File: src/rtl/out_signature_misr.sv
// Output-bus signature compressor: folds each sampled word into a
// 32-bit Galois MISR and counts samples up to a latched limit.
module out_signature_misr #(
  parameter int          W    = 330,
  parameter logic [31:0] SEED = 32'h0000_0000,
  parameter logic [31:0] POLY = 32'h04C1_1DB7
) (
  input  logic          clk,
  input  logic          rst_n,
  input  logic          start,
  input  logic [31:0]   num_cycles,
  input  logic [W-1:0]  data_in,
  input  logic          data_valid,
  output logic [31:0]   sig_out,
  output logic [31:0]   cycle_cnt,
  output logic          busy,
  output logic          done
);

  localparam int NC = (W + 31) / 32;
  localparam int N  = NC * 32;

  typedef enum logic [1:0] {
    S_IDLE,
    S_RUN,
    S_DONE
  } state_t;

  state_t      state_q, state_d;
  logic [31:0] sig_q, sig_d;
  logic [31:0] cnt_q, cnt_d;
  logic [31:0] lim_q, lim_d;
  logic [N-1:0] data_ext;
  logic [31:0] fold;
  logic [31:0] sig_step;
  logic [31:0] cnt_inc;

  always_comb begin
    data_ext = '0;
    data_ext[W-1:0] = data_in;
  end

  always_comb begin
    fold = '0;
    for (int i = 0; i < NC; i++) begin
      fold = fold ^ data_ext[i*32 +: 32];
    end
  end

  assign sig_step = {sig_q[30:0], 1'b0}
                  ^ (sig_q[31] ? POLY : 32'h0)
                  ^ fold;
  assign cnt_inc  = cnt_q + 32'd1;

  always_comb begin
    state_d = state_q;
    sig_d   = sig_q;
    cnt_d   = cnt_q;
    lim_d   = lim_q;
    if (start) begin
      // start wins over any concurrent sample, in every state
      sig_d   = SEED;
      cnt_d   = '0;
      lim_d   = num_cycles;
      state_d = (num_cycles != 32'd0) ? S_RUN : S_DONE;
    end else begin
      case (state_q)
        S_RUN: begin
          if (data_valid) begin
            sig_d = sig_step;
            cnt_d = cnt_inc;
            if (cnt_inc == lim_q) state_d = S_DONE;
          end
        end
        default: ;
      endcase
    end
  end

  always_ff @(posedge clk or negedge rst_n) begin
    if (!rst_n) begin
      state_q <= S_IDLE;
      sig_q   <= SEED;
      cnt_q   <= '0;
      lim_q   <= '0;
    end else begin
      state_q <= state_d;
      sig_q   <= sig_d;
      cnt_q   <= cnt_d;
      lim_q   <= lim_d;
    end
  end

  assign sig_out   = sig_q;
  assign cycle_cnt = cnt_q;
  assign busy      = (state_q == S_RUN);
  assign done      = (state_q == S_DONE);

endmodule

File: config.mk
export PLATFORM = sky130hd
export DESIGN_NAME = out_signature_misr
export DESIGN_NICKNAME = d
export VERILOG_FILES = /design/src/rtl/out_signature_misr.sv
export SDC_FILE = /design/constraint.sdc
export NUM_CORES = 1
export LEC_CHECK = 0
export CORE_AREA = 2 2 167 169
export DETAILED_ROUTE_END_ITERATION = 6
export DIE_AREA = 0 0 169 171
export GPL_ROUTABILITY_DRIVEN = 0
export GPL_TIMING_DRIVEN = 1
export MAX_ROUTING_LAYER = met4
export PLACE_DENSITY = 0.68
export SYNTH_ARGS = -nofsm -noshare
export SYNTH_HDL_FRONTEND = slang
export SYNTH_SLANG_ARGS = --single-unit
File: constraint.sdc
create_clock -name clk -period 2.79 [get_ports clk]
set_input_delay 0.558 -clock clk [delete_from_list [all_inputs] [get_ports clk]]
set_output_delay 0.558 -clock clk [all_outputs]
set_load 0.05 [all_outputs]
==> results of run 1 <==
[cells in the final DEF, fill, tap and decap left out, drive strengths merged, types with 3 or more instances in the layout]
cell and n:
clkdlybuf4s50 428, xnor2 317, dfrtp 98, xor2 92
nand2 77, nor2 52, buf 35, a21oi 34
mux2 30, nor4 19, nand3 18, o21ai 14
nor3 13, clkbuf 13, a211oi 12, nand4 11
or3 9, nand2b 6, diode 5, and3 5
nor2b 4, and2 4, inv 4, or2 4
o2111ai 3, or4 3
[cell usage after synthesis, types with 2 or more instances]
cell,number,area [sq um]
o211ai_1,2,15.01
buf_4,2,15.01
mux2_2,30,337.8
a211oi_1,12,90.09
buf_6,3,33.78
a21oi_1,34,170.2
a31oi_1,2,12.51
inv_1,3,11.26
nand3_2,3,30.03
nor2_1,51,191.4
a41oi_1,2,17.52
clkbuf_1,24,90.09
dfrtp_1,98,2452
o2111ai_1,3,26.28
nor3_1,13,65.06
o31ai_1,2,15.01
a311oi_1,2,17.52
buf_2,3,15.01
o21ai_0,14,70.07
buf_1,4,15.01
nand4_1,11,68.82
and3_1,4,25.02
nand3_1,14,70.07
xnor2_1,317,2776
or2_2,3,18.77
and3b_1,2,17.52
and2_1,4,25.02
nor4_1,17,106.4
nand2_1,77,289.0
o221ai_1,2,17.52
and4_1,2,17.52
nor2b_1,4,25.02
or4_1,3,22.52
xor2_1,92,805.8
or3_1,9,56.30
nand2b_1,6,37.54
[registers in the layout, indices dropped and copies added (netlist names)]
name / flops
cycle_cnt: 32
lim_q: 32
sig_out: 32
state_q: 2
[routing by layer]
layer,routed length [microns],GRT usage (%)
met4,1012,8.621
met3,1807,4.511
met1,12090,24.51
met5,0,-
met2,16180,37.01
[kinds of logic after synthesis]
kind of cell,share of synthesized area [%]
xor gates and xnor gates,43.22
AOI/OAI and AO/OA,6.974
muxes,4.075
DFF,29.58
adders and majority gates,0.1509
buffers and inverters,2.173
and+or+nand+nor,13.83
[layout make-up]
type / count / area [sq um]
multi-input combinational: 758 / 5698
tap: 346 / 432.9
antenna: 5 / 12.51
sequential: 98 / 2455
clock inverter: 3 / 22.52
inverter: 3 / 11.26
timing repair buffer: 463 / 4572
fill: 2647 / 13860
clock buffer: 13 / 260.3
[power by group through the flow]
stage	clock network [uW]	registers (uW)	logic [uW]
2_1_floorplan	0	1880	1430
3_3_place_gp	0	1710	2650
3_5_place_dp	0	1710	2670
4_1_cts	1260	1690	2680
5_1_grt	1320	1700	2850
6_report	1230	1680	2650
[timing repair]
action,in CTS,in global routing
setup endpoints to repair,2,2
resized for setup,3,3
hold buffers,0,0
pin swaps,0,0
[worst max-delay path by stage]
stage / to / slack (ns) / cells after the start
floorplan: state_q[0] / 0.007 / 8
global placement: state_q[0] / -0.48 / 9
detailed placement: state_q[0] / -0.59 / 9
CTS: state_q[0] / 0.02 / 7
global route: state_q[0] / -0.04 / 9
finish: state_q[0] / 0.02 / 9
[critical path, cell delays in order]
cell and delay, ns:
clkdlybuf4s50_1 0.47, nor4_4 0.33, buf_4 0.17, nand4_1 0.21, o21ai_2 0.21, nand4_1 0.09
or4_1 0.46, a2111oi_4 0.38, a22oi_1 0.11
[stage by stage]
| step | std cells | util, % | instance area (sq um) | setup TNS, ns |
|---|---|---|---|---|
| floorplan | 895 | - | 8294 | 0 |
| global placement | 1668 | 48.07 | 13130 | -0.9200 |
| detailed placement | 1668 | 48.07 | 13130 | -1.143 |
| CTS | 1684 | 49.16 | 13430 | 0 |
| global route | 1689 | 49.28 | 13460 | -0.06464 |
| finish | 1689 | 49.28 | 13460 | 0 |
==> results.sh, run 1 <==
export IMPL_status="complete, no violations"
export IMPL_num_vias=7890
export IMPL_row_count=61
export IMPL_hpwl_microns=26310
export IMPL_reg2reg_from="cycle_cnt[1]"
export IMPL_ant_nets=0
export IMPL_clk_pin_slew_worst_paths_ns=0.07
export IMPL_fin_crit_sh_pct=99.14
export IMPL_core_sq_mm=0.02732
export IMPL_cts_max_level=3
export IMPL_syn_avg_cell_area_sq_um=9.262
export IMPL_critPathLaunchType="input pin"
export IMPL_setup_violations_final=0
export IMPL_path_max_fanout=2
export IMPL_finalMaxSlewViolations=0
export IMPL_hold_viol=0
export IMPL_clockBufferDepth=2
export IMPL_cts_tree="yes"
export IMPL_worst_setup_path_end_kind="flip-flop"
export IMPL_cts_root_buffer_cell="clkbuf_16"
export IMPL_p_clk_share_pct=22.1
export IMPL_p_total_uw=5566
export IMPL_fmax_mhz=361.5
export IMPL_final_min_clock_period_ns=2.766
export IMPL_drive_gt1_share_pct=7.474
export IMPL_portBuffers=431
export IMPL_slew_headroom_pct=49.68
export IMPL_sw_frac_of_total_pct=34.30
export IMPL_wl_per_cell_microns=18.40
export IMPL_grt_usage_pct=21.50
export IMPL_async_flop_share_pct=100.0
export IMPL_die_area_sq_mm=0.02890
export IMPL_synth_edf_count=0
export IMPL_dp_slack_ns=-0.5870
export IMPL_die_w_microns=169
export IMPL_drt_iter0_markers=350
export IMPL_hp_class="in2async"
export IMPL_overflow=0
export IMPL_syn_to_final_growth_pct=62.43
export IMPL_rr_worst_depth=7
export IMPL_ys_flop_type="dfrtp_1"
export IMPL_path_class="in2reg"
export IMPL_cts_sinks=98
export IMPL_p_seq_share_pct=30.3
export IMPL_drc_errors=0
export IMPL_syn_inst=895
export IMPL_clock_latency_ns=0.35
export IMPL_grt_pass1_wl_microns=45370
export IMPL_synth_warnings=0
export IMPL_start_util_pct=30.34
export IMPL_netSwitchingPower_uw=1909
export IMPL_p_comb_share_pct=47.6
export IMPL_first_pass_iters=6
export IMPL_hold_worst_slack_ns=0.2498
export IMPL_grt_antenna_before_repair=5
export IMPL_die_y_microns=171
export IMPL_finalNetCount=1700
export IMPL_crit_start="num_cycles[6]"
export IMPL_synth_seq_area_share_pct=29.58
export IMPL_synthDistinctLibCells=57
export IMPL_totalWireLength_microns=31080
export IMPL_worst_pin_slew_ns=0.7548
export IMPL_grt_pass1_vias=7889
export IMPL_grt_max_degree=101
export IMPL_synth_seq_cells=98
export IMPL_r2r_end="state_q[0]"
export IMPL_fin_ws_ns=0.02406
export IMPL_cts_buffers=9
export IMPL_syn_num_nets=1262
export IMPL_final_setup_skew_ns=0.007911
export IMPL_leakagePower_uw=0.004806
export IMPL_reg2reg_slack_ns=0.11
export IMPL_critical_path_required_ns=3.01
export IMPL_post_cts_buffers=0
export IMPL_p_int_uw=3657
export IMPL_via_per_inst=4.671
export IMPL_power_density_mw_per_mm2=413.4
export IMPL_peakVddDrop_v=0.0002999
export IMPL_max_cap_violations=0
export IMPL_worstPathArrival_ns=2.98
export IMPL_num_io_pins=432
export IMPL_syn_cell_area_sq_mm=0.008289
No activity file was read; power rests on OpenSTA's default activity.
==> run 2: changes to the inputs <==
Settings changed: SLEW_MARGIN set to 20.
==> results of run 2 <==
Final layout, timing and power as in run 1 (identical DEF).
==> run 3: changes to the inputs <==
Settings changed: CORE_AREA 2 2 167 169 to 4 4 164 166, DIE_AREA 0 0 169 171 to 0 0 168 170, PLACE_DENSITY 0.68 to 0.72.
==> run 3 against run 2 <==
  * Power about the same
  * Maximum frequency up 3.7%
  * Via count about the same
  * Highest routed layer unchanged
  * Sequential power about the same
  * Largest cell class unchanged
  * Critical path type is now reg2reg
==> results.sh, run 3 (synthesis results as in run 1) <==
export IMPL_rr_worst_depth=10
export IMPL_design_area_sq_mm=0.01346
export IMPL_reg2reg_slack_ns=0.12
export IMPL_path_cells="ha_4, nand3_4, buf_4, nor4_4, buf_4, nand2_1, o31ai_2, o211ai_1, a2111oi_4, a22oi_1"
export IMPL_critical_path_required_ns=3.01
export IMPL_final_min_clock_period_ns=2.666
export IMPL_clk_pin_slew_worst_paths_ns=0.07
export IMPL_crit_top_cell="buf_4"
export IMPL_worstPathArrival_ns=2.88
export IMPL_cts_root_buffer_cell="clkbuf_16"
export IMPL_clockBufferDepth=2
export IMPL_totalWireLength_microns=32160
export IMPL_row_count=59
export IMPL_p_total_uw=5563
export IMPL_max_stage_delay_ns=0.44
export IMPL_fin_ws_ns=0.1238
export IMPL_drive_gt1_share_pct=7.421
export IMPL_overflow=0
export IMPL_hold_buffers=0
export IMPL_worst_setup_path_end_kind="flip-flop"
export IMPL_finalNetCount=1696
export IMPL_cts_buffers=9
export IMPL_path_max_fanout=8
export IMPL_post_place_cells=1653
export IMPL_critPathSlowestCell="dfrtp_2"
export IMPL_start_util_pct=32.36
export IMPL_dp_slack_ns=-0.5678
export IMPL_first_pass_iters=7
export IMPL_nFillCells=2344
export IMPL_max_cap_violations=0
export IMPL_mostFrequentLayoutCell="clkdlybuf4s50_1"
export IMPL_hp_class="in2async"
export IMPL_via_per_inst=4.703
export IMPL_path_class="reg2reg"
export IMPL_ant_nets=0
export IMPL_place_area_sq_mm=0.01309
export IMPL_drc_errors=0
export IMPL_slew_headroom_pct=54.70
export IMPL_portBuffers=431
export IMPL_power_density_mw_per_mm2=413.4
export IMPL_die_y_microns=170
export IMPL_r2r_end="state_q[0]"
export IMPL_grt_antenna_before_repair=11
export IMPL_hold_viol=0
export IMPL_status="complete, no violations"
export IMPL_num_vias=7896
export IMPL_wl_per_cell_microns=19.15
export IMPL_finalMaxSlewViolations=0
export IMPL_core_sq_mm=0.02562
export IMPL_fmax_mhz=375.1
export IMPL_fin_crit_sh_pct=95.56
export IMPL_num_io_pins=432
export IMPL_cts_tree="yes"
export IMPL_peakVddDrop_v=0.0002581
export IMPL_post_cts_buffers=0
export IMPL_cts_sinks=98
export IMPL_leakagePower_uw=0.004794
export IMPL_reg2reg_from="cycle_cnt[0]"
export IMPL_setup_violations_final=0
export IMPL_hpwl_microns=27500
export IMPL_die_w_microns=168
export IMPL_worst_pin_slew_ns=0.6773
export IMPL_clock_latency_ns=0.35
export IMPL_syn_to_final_growth_pct=62.34
export IMPL_final_cells=1679
export IMPL_grt_pass1_vias=8118
export IMPL_grt_usage_pct=21.99
export IMPL_die_area_sq_mm=0.02856
export IMPL_grt_pass1_wl_microns=46280
export IMPL_grt_max_degree=101
export IMPL_mostFrequentLayoutCells="428 x clkdlybuf4s50_1, 317 x xnor2_1, 96 x dfrtp_1"
export IMPL_final_setup_skew_ns=0.007255
export IMPL_critPathLaunchType="flip-flop"
export IMPL_cts_max_level=3
export IMPL_drt_iter0_markers=364
-- run 3: worst max-delay path, delay by kind of cell, from the launching register on --
family	cells	cell delay (ns)
buffers and inverters	2	0.40
adders and majority gates	1	0.20
DFF	1	0.44
and+or+nand+nor	3	0.48
AOI/OAI and AO/OA	4	1.01
-- run 3: per-layer routing --
| layer | vias up | track usage [%] | routed length (microns) |
|---|---|---|---|
| met4 | 0 | 8.645 | 990 |
| li1 | 3858 | - | - |
| met5 | - | - | 0 |
| met3 | 50 | 6.643 | 2788 |
| met2 | 319 | 38.36 | 16830 |
| met1 | 3669 | 23.45 | 11550 |
-- run 3: layout make-up --
class                      count  area, sq um  area share (%)
multi-input combinational    758         5715           42.47
timing repair buffer         459         4542           33.75
sequential                    98         2455           18.24
tap                          335        419.2           3.115
clock buffer                  11        252.7           1.878
clock inverter                 5        36.28          0.2696
antenna                       10        25.02          0.1860
inverter                       3        11.26         0.08368
-- run 3: stage by stage --
| step | setup TNS (ns) | hold WS, ns | util [%] |
|---|---|---|---|
| 6_report | 0 | 0.1665 | 52.53 |
| 5_1_grt | -0.03167 | 0.1878 | 52.53 |
| 4_1_cts | 0 | 0.1798 | 52.29 |
| 3_5_place_dp | -1.104 | 0.5257 | 51.10 |
| 3_3_place_gp | -0.7731 | 0.5270 | 51.10 |
| 2_1_floorplan | 0 | 0.2624 | - |
-- run 3: timing repair --
action	in CTS	in global routing
pin swaps	0	3
setup endpoints to repair	2	2
gates resized for setup	3	5
-- run 3: worst max-delay path by stage --
stage                              from          to  slack [ns]  cells past startpoint
final                      cycle_cnt[0]  state_q[0]        0.12                     10
after global routing       cycle_cnt[0]  state_q[0]       -0.03                     10
after CTS                 num_cycles[6]  state_q[0]        0.03                      9
after detailed placement  num_cycles[6]  state_q[0]       -0.57                      9
after global placement    num_cycles[6]  state_q[0]       -0.40                      9
after floorplan           cycle_cnt[22]  state_q[0]       0.007                      8
-- run 3: report_power, final --
part / switching (uW) / internal [uW]
clock: 576 / 660
combinational: 1200 / 1460
sequential: 130 / 1530
